<file path="src/rtl/seg7_pkg.sv">
// Shared constants for the 4-digit multiplexed 7-segment interface.
// Glyph patterns are gfedcba, active-high (segment lit = 1).
package seg7_pkg;

  localparam int SEG_A = 0;
  localparam int SEG_B = 1;
  localparam int SEG_C = 2;
  localparam int SEG_D = 3;
  localparam int SEG_E = 4;
  localparam int SEG_F = 5;
  localparam int SEG_G = 6;

  // Index n holds the glyph for hex digit n.
  localparam logic [15:0][6:0] GLYPH_HEX = {
    7'h71, 7'h79, 7'h5E, 7'h39, 7'h7C, 7'h77, 7'h6F, 7'h7F,
    7'h07, 7'h7D, 7'h6D, 7'h66, 7'h4F, 7'h5B, 7'h06, 7'h3F
  };

  localparam logic [6:0] GLYPH_BLANK = 7'h00;
  localparam logic [3:0] AN_IDLE     = 4'hF;

  typedef struct packed {
    logic [3:0] nibble;
    logic       blank;
    logic       bad;
  } glyph_t;

endpackage

</file>
<file path="src/rtl/seg7_glyph_decode.sv">
// Combinational glyph decoder: active-high gfedcba pattern to nibble plus blank/bad flags.
// Unknown and blank patterns both decode to nibble 0.
module seg7_glyph_decode
  import seg7_pkg::*;
(
  input  logic [6:0] pattern,
  output glyph_t     glyph
);

  logic [15:0] hit;

  generate
    for (genvar gi = 0; gi < 16; gi++) begin : g_match
      assign hit[gi] = (pattern == GLYPH_HEX[gi]);
    end
  endgenerate

  always_comb begin
    glyph = '0;
    for (int k = 0; k < 16; k++) begin
      if (hit[k]) begin
        glyph.nibble = 4'(k);
      end
    end
    glyph.blank = (pattern == GLYPH_BLANK);
    glyph.bad   = !glyph.blank && (hit == '0);
  end

endmodule

</file>
<file path="src/rtl/seg7_scan_decoder.sv">
// Monitors a scanned 4-digit 7-segment bus, captures each settled digit slot
// and publishes complete 16-bit frames with per-digit dp/blank and error flags.
module seg7_scan_decoder
  import seg7_pkg::*;
#(
  parameter int SETTLE  = 4,
  parameter int TIMEOUT = 100000
) (
  input  logic        clk,
  input  logic        rst_n,
  input  logic [3:0]  AN,
  input  logic [6:0]  seg,
  input  logic        seg_P,
  output logic [15:0] value,
  output logic [3:0]  dp,
  output logic [3:0]  blank,
  output logic        frame_valid,
  output logic        frame_err,
  output logic        an_err,
  output logic        stale
);

  localparam int SW = $clog2(SETTLE + 1);
  localparam int TW = $clog2(TIMEOUT + 1);

  logic [3:0]      s_an_reg;
  logic [6:0]      s_seg_reg;
  logic            s_seg_p_reg;
  logic [SW-1:0]   stable_cnt_reg;
  logic [TW-1:0]   timeout_cnt_reg;
  logic [3:0]      mask_reg;
  logic [3:0]      dp_s_reg;
  logic [3:0]      blank_s_reg;
  logic [3:0]      bad_s_reg;
  logic [3:0][3:0] nib_s_reg;

  logic   pins_same;
  logic   capture;
  logic   an_onehot;
  logic   capture_digit;
  logic   capture_bad_an;
  logic   timeout_hit;
  logic   commit;
  logic [6:0] pattern;
  glyph_t glyph;

  // The pins match s_in exactly when the next s_in equals the current one.
  assign pins_same      = ({AN, seg, seg_P} == {s_an_reg, s_seg_reg, s_seg_p_reg});
  assign capture        = pins_same && (stable_cnt_reg == SW'(SETTLE - 2));
  assign an_onehot      = $onehot(~s_an_reg);
  assign capture_digit  = capture && an_onehot;
  assign capture_bad_an = capture && !an_onehot && (s_an_reg != AN_IDLE);
  assign timeout_hit    = !capture_digit && (timeout_cnt_reg == TW'(TIMEOUT - 1));
  assign commit         = (mask_reg == 4'hF);
  assign pattern        = ~s_seg_reg;

  seg7_glyph_decode u_decode (
    .pattern (pattern),
    .glyph   (glyph)
  );

  always_ff @(posedge clk or negedge rst_n) begin
    if (!rst_n) begin
      s_an_reg       <= '0;
      s_seg_reg      <= '0;
      s_seg_p_reg    <= 1'b0;
      stable_cnt_reg <= '0;
    end else begin
      s_an_reg    <= AN;
      s_seg_reg   <= seg;
      s_seg_p_reg <= seg_P;
      if (!pins_same) begin
        stable_cnt_reg <= '0;
      end else if (stable_cnt_reg != SW'(SETTLE)) begin
        stable_cnt_reg <= stable_cnt_reg + 1'b1;
      end
    end
  end

  always_ff @(posedge clk or negedge rst_n) begin
    if (!rst_n) begin
      timeout_cnt_reg <= '0;
    end else if (capture_digit) begin
      timeout_cnt_reg <= '0;
    end else if (timeout_cnt_reg != TW'(TIMEOUT)) begin
      timeout_cnt_reg <= timeout_cnt_reg + 1'b1;
    end
  end

  // A capture and a commit never share a cycle: the commit follows the
  // capture that completed the mask, and the next capture is SETTLE away.
  always_ff @(posedge clk or negedge rst_n) begin
    if (!rst_n) begin
      mask_reg    <= '0;
      dp_s_reg    <= '0;
      blank_s_reg <= '0;
      bad_s_reg   <= '0;
      nib_s_reg   <= '0;
    end else begin
      if (commit || timeout_hit) begin
        mask_reg <= '0;
      end else if (capture_digit) begin
        mask_reg <= mask_reg | ~s_an_reg;
      end

      if (commit) begin
        blank_s_reg <= '0;
        bad_s_reg   <= '0;
      end else if (capture_digit) begin
        for (int i = 0; i < 4; i++) begin
          if (!s_an_reg[i]) begin
            nib_s_reg[i]   <= glyph.nibble;
            blank_s_reg[i] <= glyph.blank;
            bad_s_reg[i]   <= glyph.bad;
            dp_s_reg[i]    <= ~s_seg_p_reg;
          end
        end
      end
    end
  end

  always_ff @(posedge clk or negedge rst_n) begin
    if (!rst_n) begin
      value       <= '0;
      dp          <= '0;
      blank       <= '0;
      frame_valid <= 1'b0;
      frame_err   <= 1'b0;
      an_err      <= 1'b0;
      stale       <= 1'b1;
    end else begin
      frame_valid <= commit;
      an_err      <= capture_bad_an;
      if (commit) begin
        value     <= nib_s_reg;
        dp        <= dp_s_reg;
        blank     <= blank_s_reg;
        frame_err <= |bad_s_reg;
        stale     <= 1'b0;
      end else if (timeout_hit) begin
        stale <= 1'b1;
      end
    end
  end

endmodule

</file>
<file path="config.mk">
export PLATFORM = sky130hd
export DESIGN_NAME = seg7_scan_decoder
export DESIGN_NICKNAME = d
export VERILOG_FILES = /design/src/rtl/seg7_pkg.sv /design/src/rtl/seg7_glyph_decode.sv /design/src/rtl/seg7_scan_decoder.sv
export SDC_FILE = /design/constraint.sdc
export NUM_CORES = 1
export LEC_CHECK = 0
export BUFFER_PORTS_ARGS = -buffer_cell sky130_fd_sc_hd__clkbuf_2
export CELL_PAD_IN_SITES_DETAIL_PLACEMENT = 1
export CELL_PAD_IN_SITES_GLOBAL_PLACEMENT = 1
export CORE_MARGIN = 3
export CORE_UTILIZATION = 35
export DETAILED_ROUTE_END_ITERATION = 10
export GPL_TIMING_DRIVEN = 0
export HOLD_SLACK_MARGIN = 0.06
export PLACE_DENSITY = 0.76
export SETUP_SLACK_MARGIN = 0.1
export SLEW_MARGIN = 10
export SYNTH_ARGS = -nofsm -noshare
export SYNTH_HDL_FRONTEND = slang
export SYNTH_SLANG_ARGS = --single-unit
</file>
<file path="constraint.sdc">
create_clock -name clk -period 2.6 [get_ports clk]
set_input_delay 0.78 -clock clk [delete_from_list [all_inputs] [get_ports clk]]
set_output_delay 0.78 -clock clk [all_outputs]
set_load 0.1 [all_outputs]
</file>
Word level (Yosys, flattened, before mapping)
Index checks and enable logic that the tools add are counted.
{"block": "totals", "reg_bits": 92, "word_cells": 132}
{"block": "classes", "n_addsub": 5, "reduce_logical": 25, "eq_ne": 29, "n_mux": 35, "bitwise": 9}
{"cell": "7-bit equality test (second input constant)", "n": 12}
{"cell": "4-bit two-way mux", "n": 14}
{"cell": "17-bit two-way mux", "n": 2}
{"cell": "3-bit two-way mux", "n": 6}
{"cell": "17-bit by 1-bit adder with 17-bit output (second input constant)", "n": 1}
{"cell": "17-bit equality test (second input constant)", "n": 1}
{"cell": "17-bit != test (second input constant)", "n": 1}
{"cell": "16-bit zero test", "n": 1}
{"cell": "7-bit by 3-bit equality test with 1-bit output (second input constant)", "n": 2}
{"cell": "7-bit by 6-bit equality test with 1-bit output (second input constant)", "n": 2}
{"cell": "12-bit equality test", "n": 1}
{"cell": "3-bit AND reduction", "n": 4}
{"cell": "1-bit two-way mux", "n": 11}
{"cell": "2-bit by 1-bit != test with 1-bit output (second input constant)", "n": 5}
{"cell": "2-bit AND reduction", "n": 4}
{"cell": "2-bit nonzero test", "n": 4}
{"cell": "7-bit zero test", "n": 1}
{"cell": "7-bit inverter", "n": 1}
{"cell": "1-bit logical AND", "n": 6}
{"cell": "1-bit inverter", "n": 6}
{"cell": "1-bit by 1-bit adder with 2-bit output", "n": 2}
{"cell": "4-bit equality test (second input constant)", "n": 1}
{"cell": "2-bit two-way mux", "n": 2}
{"cell": "4-bit != test (second input constant)", "n": 1}
{"cell": "other kinds (10)", "n": 12}

Longest topological paths before layout
Gate-level depths: netlist of run 1.
{"block": "logic_depth", "word_depth": 17, "ltp_mapped": 11, "depth_no_buf": 9}

Modules after synthesis
A second synthesis of run 1 with hierarchy kept.
{"block": "hier_totals", "hier_cells": 421, "hier_area_um2": 4342.9}
{"module": "seg7_scan_decoder", "area_per_inst_um2": 3985.1, "cells_per_inst": 362, "instances": 1}
{"module": "seg7_glyph_decode", "area_per_inst_um2": 357.8, "cells_per_inst": 59, "instances": 1}

Worst setup path after synthesis of run 1
No wires, ideal clock.
{"block": "synth_timing", "path_type": "register -> register", "startpoint": "reg s_an_reg[0]", "endpoint": "reg nib_s_reg[1] (netlist name)", "required_time_ns": 2.464, "slack_ns": -0.217, "t_arrival_ns": 2.680, "path_stages_with_launch": 12, "setup_time_ns": 0.136, "cell_sequence": "dfrtp_1 > fa_1 > inv_1 > ha_1 > ha_1 > nor3b_1 > and2_1 > nand4_1 > buf_2 > or3_1 > buf_2 > mux2i_1"}
{"block": "synth_between", "elab_chain_cells": 6, "elab_cells_between_ends": 9}
{"element": "start: declaration", "line_no": "seg7_scan_decoder.sv:26", "text": "logic [3:0] s_an_reg;"}
{"element": "start signal: assignment", "line_no": "seg7_scan_decoder.sv:64", "text": "s_an_reg <= '0;"}
{"element": "start signal: assignment", "line_no": "seg7_scan_decoder.sv:69", "text": "s_an_reg <= AN;"}
{"element": "4-bit inverter", "line_no": "seg7_scan_decoder.sv:50", "text": "assign an_onehot = $onehot(~s_an_reg);"}
{"element": "1-bit by 1-bit adder with 2-bit output (not written as such)", "line_no": "seg7_scan_decoder.sv:50"}
{"element": "2-bit by 2-bit adder with 3-bit output (not written as such)", "line_no": "seg7_scan_decoder.sv:50"}
{"element": "3-bit by 1-bit equality test with 1-bit output", "line_no": "seg7_scan_decoder.sv:50"}
{"element": "1-bit logical AND", "line_no": "seg7_scan_decoder.sv:51", "text": "assign capture_digit = capture && an_onehot;"}
{"element": "3-bit AND reduction (no source line) *"}
{"element": "end signal: indexed assignment", "line_no": "seg7_scan_decoder.sv:112", "text": "nib_s_reg[i] <= glyph.nibble;"}
{"element": "end: declaration", "line_no": "seg7_scan_decoder.sv:35", "text": "logic [3:0][3:0] nib_s_reg;"}
Mark *: on every way between the ends. The rest lies on a longest branch, timed or not.
A chain may end at the register's enable or synchronous reset.

Worst setup path after layout of run 1
{"block": "layout_timing", "startpoint": "reg s_an_reg[3]", "endpoint": "reg nib_s_reg[5] (netlist name)"}
{"block": "layout_between", "elab_chain_cells": 6, "elab_cells_between_ends": 8}
{"element": "4-bit inverter", "line_no": "seg7_scan_decoder.sv:50"}
{"element": "1-bit by 1-bit adder with 2-bit output (not written as such)", "line_no": "seg7_scan_decoder.sv:50"}
{"element": "2-bit by 2-bit adder with 3-bit output (not written as such)", "line_no": "seg7_scan_decoder.sv:50"}
{"element": "3-bit by 1-bit equality test with 1-bit output", "line_no": "seg7_scan_decoder.sv:50"}
{"element": "1-bit logical AND *", "line_no": "seg7_scan_decoder.sv:51"}
{"element": "3-bit AND reduction (no source line) *"}
Marks and branches as above.

==> results of run 1 <==
==> where the power goes <==
group,switching (W),total [W],internal [W]
Clock,0.000585,0.00146,0.000873
Combinational,0.000114,0.000185,0.0000706
Sequential,0.0000106,0.00145,0.00144
Total,0.000710,0.00309,0.00238
==> area by class of cell <==
type                    count  area (um2)
well taps                 143         179
multi-input cells         279        1900
plain buffers              24         163
fillers                  1305        6340
inverters                  27         101
clock inverters             5        83.8
repair buffers             56         349
clock buffers              11         243
flip-flops and latches     92        2300
==> cells in the final DEF (no fill, tap or decap), drive strengths merged, types with 6 or more instances in the layout <==
cell | netlist | routed
o21ai | 28 | 28
nand3 | 17 | 17
nor4 | 16 | 16
ha | 8 | 8
buf | 13 | 28
nand4 | 6 | 6
nor3 | 8 | 8
xnor2 | 6 | 6
o21a | 12 | 12
nand2 | 54 | 54
clkbuf | 12 | 63
dfrtp | 91 | 91
nor2 | 32 | 32
xor2 | 23 | 23
inv | 26 | 27
mux2i | 13 | 13
==> worst min path at each step <==
stage                        start                  end  slack, ns  cells past startpoint
floorplan              dp_s_reg[0]                dp[0]       0.44                      2
global placement    blank_s_reg[2]             blank[2]       0.46                      2
detailed placement  blank_s_reg[2]             blank[2]       0.47                      2
CTS                 blank_s_reg[2]             blank[2]       0.48                      2
global route        blank_s_reg[3]             blank[3]       0.51                      2
finish                       rst_n  timeout_cnt_reg[14]       0.47                      1
==> layer usage <==
metal  part of all wire [%]  vias up  track usage [%]  routed length, um
met4                    1.4        0             5.96                157
met2                     49       50             27.0               5390
met5                      0        -                0                  0
met1                     46     1719             22.1               5010
li1                       -     1580                -                  -
met3                    3.2       10             3.37                352
==> synthesized netlist by cell type (6+ instances only) <==
cell	count
nand4_1	6
dfrtp_1	91
ha_1	8
nand3_1	17
nor4_1	16
nor3_1	8
xnor2_1	6
nor2_1	32
inv_1	26
xor2_1	23
o21ai_0	25
buf_2	11
mux2i_1	13
o21a_1	12
nand2_1	54
clkbuf_1	12
==> cell families after synthesis <==
group                    after synthesis  share of synthesized area [%]
AO/OA/AOI/OAI                         69                           10.6
XOR/XNOR                              29                           5.94
adder cells (fa/ha/maj)               10                           3.04
buffers and inverters                 52                           5.23
flip-flops                            92                           53.8
multiplexers                          18                           4.36
AND/OR/NAND/NOR                      153                           17.0
==> through the flow <==
stage	total power, W	instances
floorplan	0.00157	423
global placement	0.00163	607
detailed placement	0.00164	608
CTS	0.00310	630
global route	0.00320	637
finish	0.00309	637
==> worst reg2reg max path: stages, from the launching register on <==
cell and delay (ns):
dfrtp_1 0.40, fa_1 0.55, inv_1 0.05, ha_2 0.18, ha_4 0.22, nor3b_4 0.18, and2_4 0.17, nand4_1 0.18
buf_6 0.20, or3_4 0.36, buf_6 0.14, mux2i_1 0.11
==> what timing repair did <==
item                       CTS  global route
setup buffers                5             8
pin swaps                   10             6
gates resized for setup     29            17
cloned                       1             0
setup endpoints to repair   33            43
==> impl_metrics.csv, run 1 <==
group,metric,value,unit
clock_tree,clk_pin_slew,0.07,ns
critical_path,path_cells,"fa_1 > inv_1 > ha_2 > ha_4 > nor3b_4 > and2_4 > nand4_1 > buf_6 > or3_4 > buf_6 > mux2i_1",
die,num_io_pins,42,
clock_tree,cts_max_level,3,
timing,finalMaxSlewViolations,0,
critical_path,crit_cells,11,
critical_path,critical_path.endpoint,"nib_s_reg[5]",
die,die_h,117,um
clock_tree,clock_latency,0.35,ns
layout,diodes,0,
die,die_area,0.0136,mm2
synthesis,yosys_warnings,0,
clock_tree,cts-root-buf,"clkbuf_16",
placed_design,placed_cell_area,0.00474,mm2
clock_tree,tritoncts,"yes",
global_route,grt_antenna_before_repair,0,
timing,period_minus_slack,2.87,ns
clock_tree,cts_inserted_buffers,9,
critical_path,crit_type,"flop to flop",
global_route,grt_pass1_wl,17700,um
layout,final_area,0.00532,mm2
global_route,grt_overflow_total,0,
critical_path,r2r_end,"nib_s_reg[5]",
synthesis,synth_area,0.00428,mm2
layout,finish.utilization,45.6,%
timing,setup_viol,32,
clock_tree,hold_buffers,0,
critical_path,critical_path.n_buffers_inverters,3,
layout,drive_gt1_share,23.7,%
critical_path,rr_startpoint,"s_an_reg[3]",
power_and_ir_drop,ir_drop,0.242,mV
placed_design,gp_congestion,0.782,
timing,hold_viol,0,
critical_path,crit_fanout,5,
outcome,outcome,"complete, but fails checks",
synthesis,yosysUniqueCellTypes,48,
synthesis,synth_nets,446,
global_route,grt_max_degree,50,
die,rows,39,
routing,remaining_drc_errors,0,
outcome,failed_checks,"negative setup slack",
synthesis,synth.top_cell.area_share,53.2,%
worst_hold_path,hold_path.class,"input pin to async pin",
die,initial_utilization,36.7,%
critical_path,critPathLaunch,"s_an_reg[3]",
routing,ant_nets,0,
critical_path,rr_worst_depth,11,
layout,largest_register_ff_count,17,
timing,setup_tns,-6.33,ns
placed_design,dp_hpwl,7430,um
layout,finish.net_count,512,
critical_path,max_stage_delay,0.55,ns
layout,synthToLayoutAreaGrowth,24.4,%
critical_path,crit_slowest_cell,"fa_1",
timing,rsz0062_at_grt,"yes",
critical_path,cp_common_cell,"buf_6",
global_route,grt_pass1_vias,3603,
timing,min_period_over_period,110,%
timing,skew,0.00971,ns
power_and_ir_drop,power_leakage,2.56,nW
critical_path,crit_family,"adder cells",
placed_design,place_worst_setup_slack,-0.312,ns
routing,drt-wirelength-per-cell,17.1,um
synthesis,async_flop_share,100,%
critical_path,ff2ff_setup_slack,-0.27,ns
timing,worst_slew_pin_slew,0.626,ns
power_and_ir_drop,power.density,581,mW/mm2
timing,fin_ws,-0.269,ns
clock_tree,cts_num_sinks,92,
synthesis,syn_avg_cell_area,10.1,um2
synthesis,synth_area_leaders,"dfrtp_1 (53%), nand2_1 (4.7%), xor2_1 (4.7%)",
routing,drt_wl_total,10900,um
timing,fmax,349,MHz
timing,hold_slack,0.471,ns
die,die_w,117,um
critical_path,required,2.81,ns
synthesis,synth_edf_count,0,
clock_tree,clock_path_buffers,2,
critical_path,arrival,3.08,ns
synthesis,synth_top_area_cell,"dfrtp_1",
synthesis,yosysSeqAreaShare,53.8,%
die,coreArea,0.0117,mm2
run,max-cap-violations,0,
synthesis,ys_seq_elements,92,
critical_path,end_kind,"flop",
routing,drt-initial-drc-count,116,
routing,viasPerCell,5.27,
timing,slew_headroom,57.9,%
critical_path,startpoint_type,"flop",
routing,num_vias,3359,
global_route,grt_usage,16.6,%
synthesis,syn_inst,423,
placed_design,portBuffers,41,
synthesis,synthFlopType,"dfrtp_1",
routing,firstDrtPassIters,6,
(Power assumes the default switching activity.)
==> inputs of run 2 (changes only) <==
--- a/config.mk
+++ b/config.mk
@@ -19,3 +19,4 @@
 export SYNTH_ARGS = -nofsm -noshare
 export SYNTH_HDL_FRONTEND = slang
 export SYNTH_SLANG_ARGS = --single-unit
+export TNS_END_PERCENT = 5
==> run 2 against run 1 <==
Net effect:
- the flow still finishes with violations (negative setup slack)
- sequential share of layout area increased by 1.3 points
- largest cell class unchanged
- non-clock buffer count decreased by 9
- highest routed layer unchanged
- sequential power barely moved
- routed wire length fell by 3.0%
- combinational power is essentially flat
==> impl_metrics.csv, run 2 (same netlist as run 1, synthesis figures left out) <==
group,metric,value,unit
outcome,outcome,"complete, but fails checks",
outcome,failed_checks,"negative setup slack",
routing,remaining_drc_errors,0,
layout,final_common_cell,"dfrtp_1",
critical_path,rr_startpoint,"s_an_reg[3]",
die,initial_utilization,36.7,%
global_route,grt_pass1_vias,3513,
timing,setup_tns,-7.72,ns
die,die_area,0.0136,mm2
clock_tree,cts_inserted_buffers,9,
critical_path,startpoint_type,"flop",
layout,synthToLayoutAreaGrowth,20.8,%
routing,ant_nets,0,
power_and_ir_drop,power_leakage,2.49,nW
routing,num_vias,3304,
critical_path,crit_fanout,6,
critical_path,r2r_end,"nib_s_reg[10]",
clock_tree,tritoncts,"yes",
placed_design,place_worst_setup_slack,-0.493,ns
layout,finish.net_count,503,
clock_tree,clock_latency,0.35,ns
routing,drt-wirelength-per-cell,16.9,um
layout,finish.utilization,44.3,%
power_and_ir_drop,power.density,556,mW/mm2
timing,worst_slew_pin_slew,0.633,ns
timing,min_period_over_period,112,%
die,die_h,117,um
die,rows,39,
timing,finalMaxSlewViolations,0,
die,num_io_pins,42,
timing,hold_viol,0,
global_route,grt_pass1_wl,17500,um
clock_tree,cts_num_sinks,92,
placed_design,dp_hpwl,7490,um
clock_tree,clock_path_buffers,2,
layout,final_cell_mix,"dfrtp_1 (91), nand2_1 (54), clkbuf_2 (41), nor2_1 (32), inv_1 (25)",
clock_tree,clk_pin_slew,0.07,ns
power_and_ir_drop,ir_drop,0.311,mV
clock_tree,cts-root-buf,"clkbuf_16",
clock_tree,cts_max_level,3,
routing,drt_wl_total,10600,um
worst_hold_path,hold_path.class,"input pin to async pin",
routing,viasPerCell,5.26,
run,max-cap-violations,0,
critical_path,arrival,3.11,ns
timing,fin_ws,-0.306,ns
global_route,grt_overflow_total,0,
layout,drive_gt1_share,21.0,%
timing,slew_headroom,57.4,%
layout,largest_register_ff_count,17,
critical_path,critPathLaunch,"s_an_reg[3]",
timing,fmax,344,MHz
routing,drt-initial-drc-count,181,
clock_tree,hold_buffers,0,
global_route,grt_usage,16.4,%
critical_path,rr_worst_depth,11,
global_route,grt_antenna_before_repair,0,
critical_path,crit_type,"flop to flop",
timing,setup_viol,32,
placed_design,portBuffers,41,
routing,firstDrtPassIters,4,
layout,diodes,0,
placed_design,gp_congestion,0.792,
timing,skew,0.0107,ns
timing,period_minus_slack,2.91,ns
layout,nFillCells,1316,
timing,rsz0062_at_grt,"yes",
die,die_w,117,um
critical_path,ff2ff_setup_slack,-0.31,ns
critical_path,required,2.81,ns
critical_path,end_kind,"flop",
critical_path,critical_path.endpoint,"nib_s_reg[10]",
global_route,grt_max_degree,59,
die,coreArea,0.0117,mm2
run 2: stage by stage:
| stage | hold slack (ns) | cell area, um2 | total power [W] | cells |
|---|---|---|---|---|
| final | 0.421 | 5170 | 0.00287 | 628 |
| after global placement | 0.463 | 4670 | 0.00162 | 607 |
| after CTS | 0.438 | 5110 | 0.00289 | 627 |
| after floorplan | 0.439 | 4280 | 0.00156 | 423 |
| after global routing | 0.462 | 5170 | 0.00298 | 628 |
| after detailed placement | 0.472 | 4700 | 0.00164 | 608 |
run 2: layout make-up:
| class | instances | area [um2] | share of cell area (%) |
|---|---|---|---|
| Inverter | 27 | 101 | 1.96 |
| Multi-Input combinational cell | 279 | 1880 | 36.3 |
| Clock inverter | 6 | 48.8 | 0.944 |
| Buffer | 25 | 159 | 3.08 |
| Clock buffer | 10 | 229 | 4.43 |
| Sequential cell | 92 | 2300 | 44.6 |
| Tap cell | 143 | 179 | 3.46 |
| Timing Repair Buffer | 46 | 269 | 5.21 |
run 2: worst min path at each step:
stage                      from                  end  cells after the start
floorplan           dp_s_reg[0]                dp[0]                      2
global placement          dp[2]                dp[2]                      2
detailed placement        dp[0]                dp[0]                      2
CTS                       rst_n  timeout_cnt_reg[13]                      1
global route              rst_n          mask_reg[0]                      1
finish                    rst_n  timeout_cnt_reg[13]                      1
run 2: power breakdown:
group	switching [W]	internal (W)	total, W
clock	0.000583	0.000657	0.00124
sequential	0.0000103	0.00144	0.00145
combinational	0.000117	0.0000657	0.000182
total	0.000710	0.00216	0.00287
run 2: critical path, stage by stage (launching register included):
cell and delay (ns):
dfrtp_1 0.41, fa_1 0.56, inv_2 0.05, ha_4 0.15, ha_4 0.22, nor3b_4 0.23, and2_4 0.19, nand4_1 0.18
buf_6 0.19, or3_1 0.32, buf_6 0.15, mux2i_1 0.12
run 2: repair_timing:
action,CTS,global route
setup endpoints to repair,43,43
gates resized for setup,34,9
pin swaps,4,4
setup buffers,3,1
endpoints found under the hold margin,0,0
run 2: per-layer routing:
metal,global-route usage (%),vias up,wire (um)
li1,-,1559,-
met1,21.2,1682,4900
met2,27.3,52,5200
met3,2.90,11,321
met4,6.42,0,155
met5,0,-,0
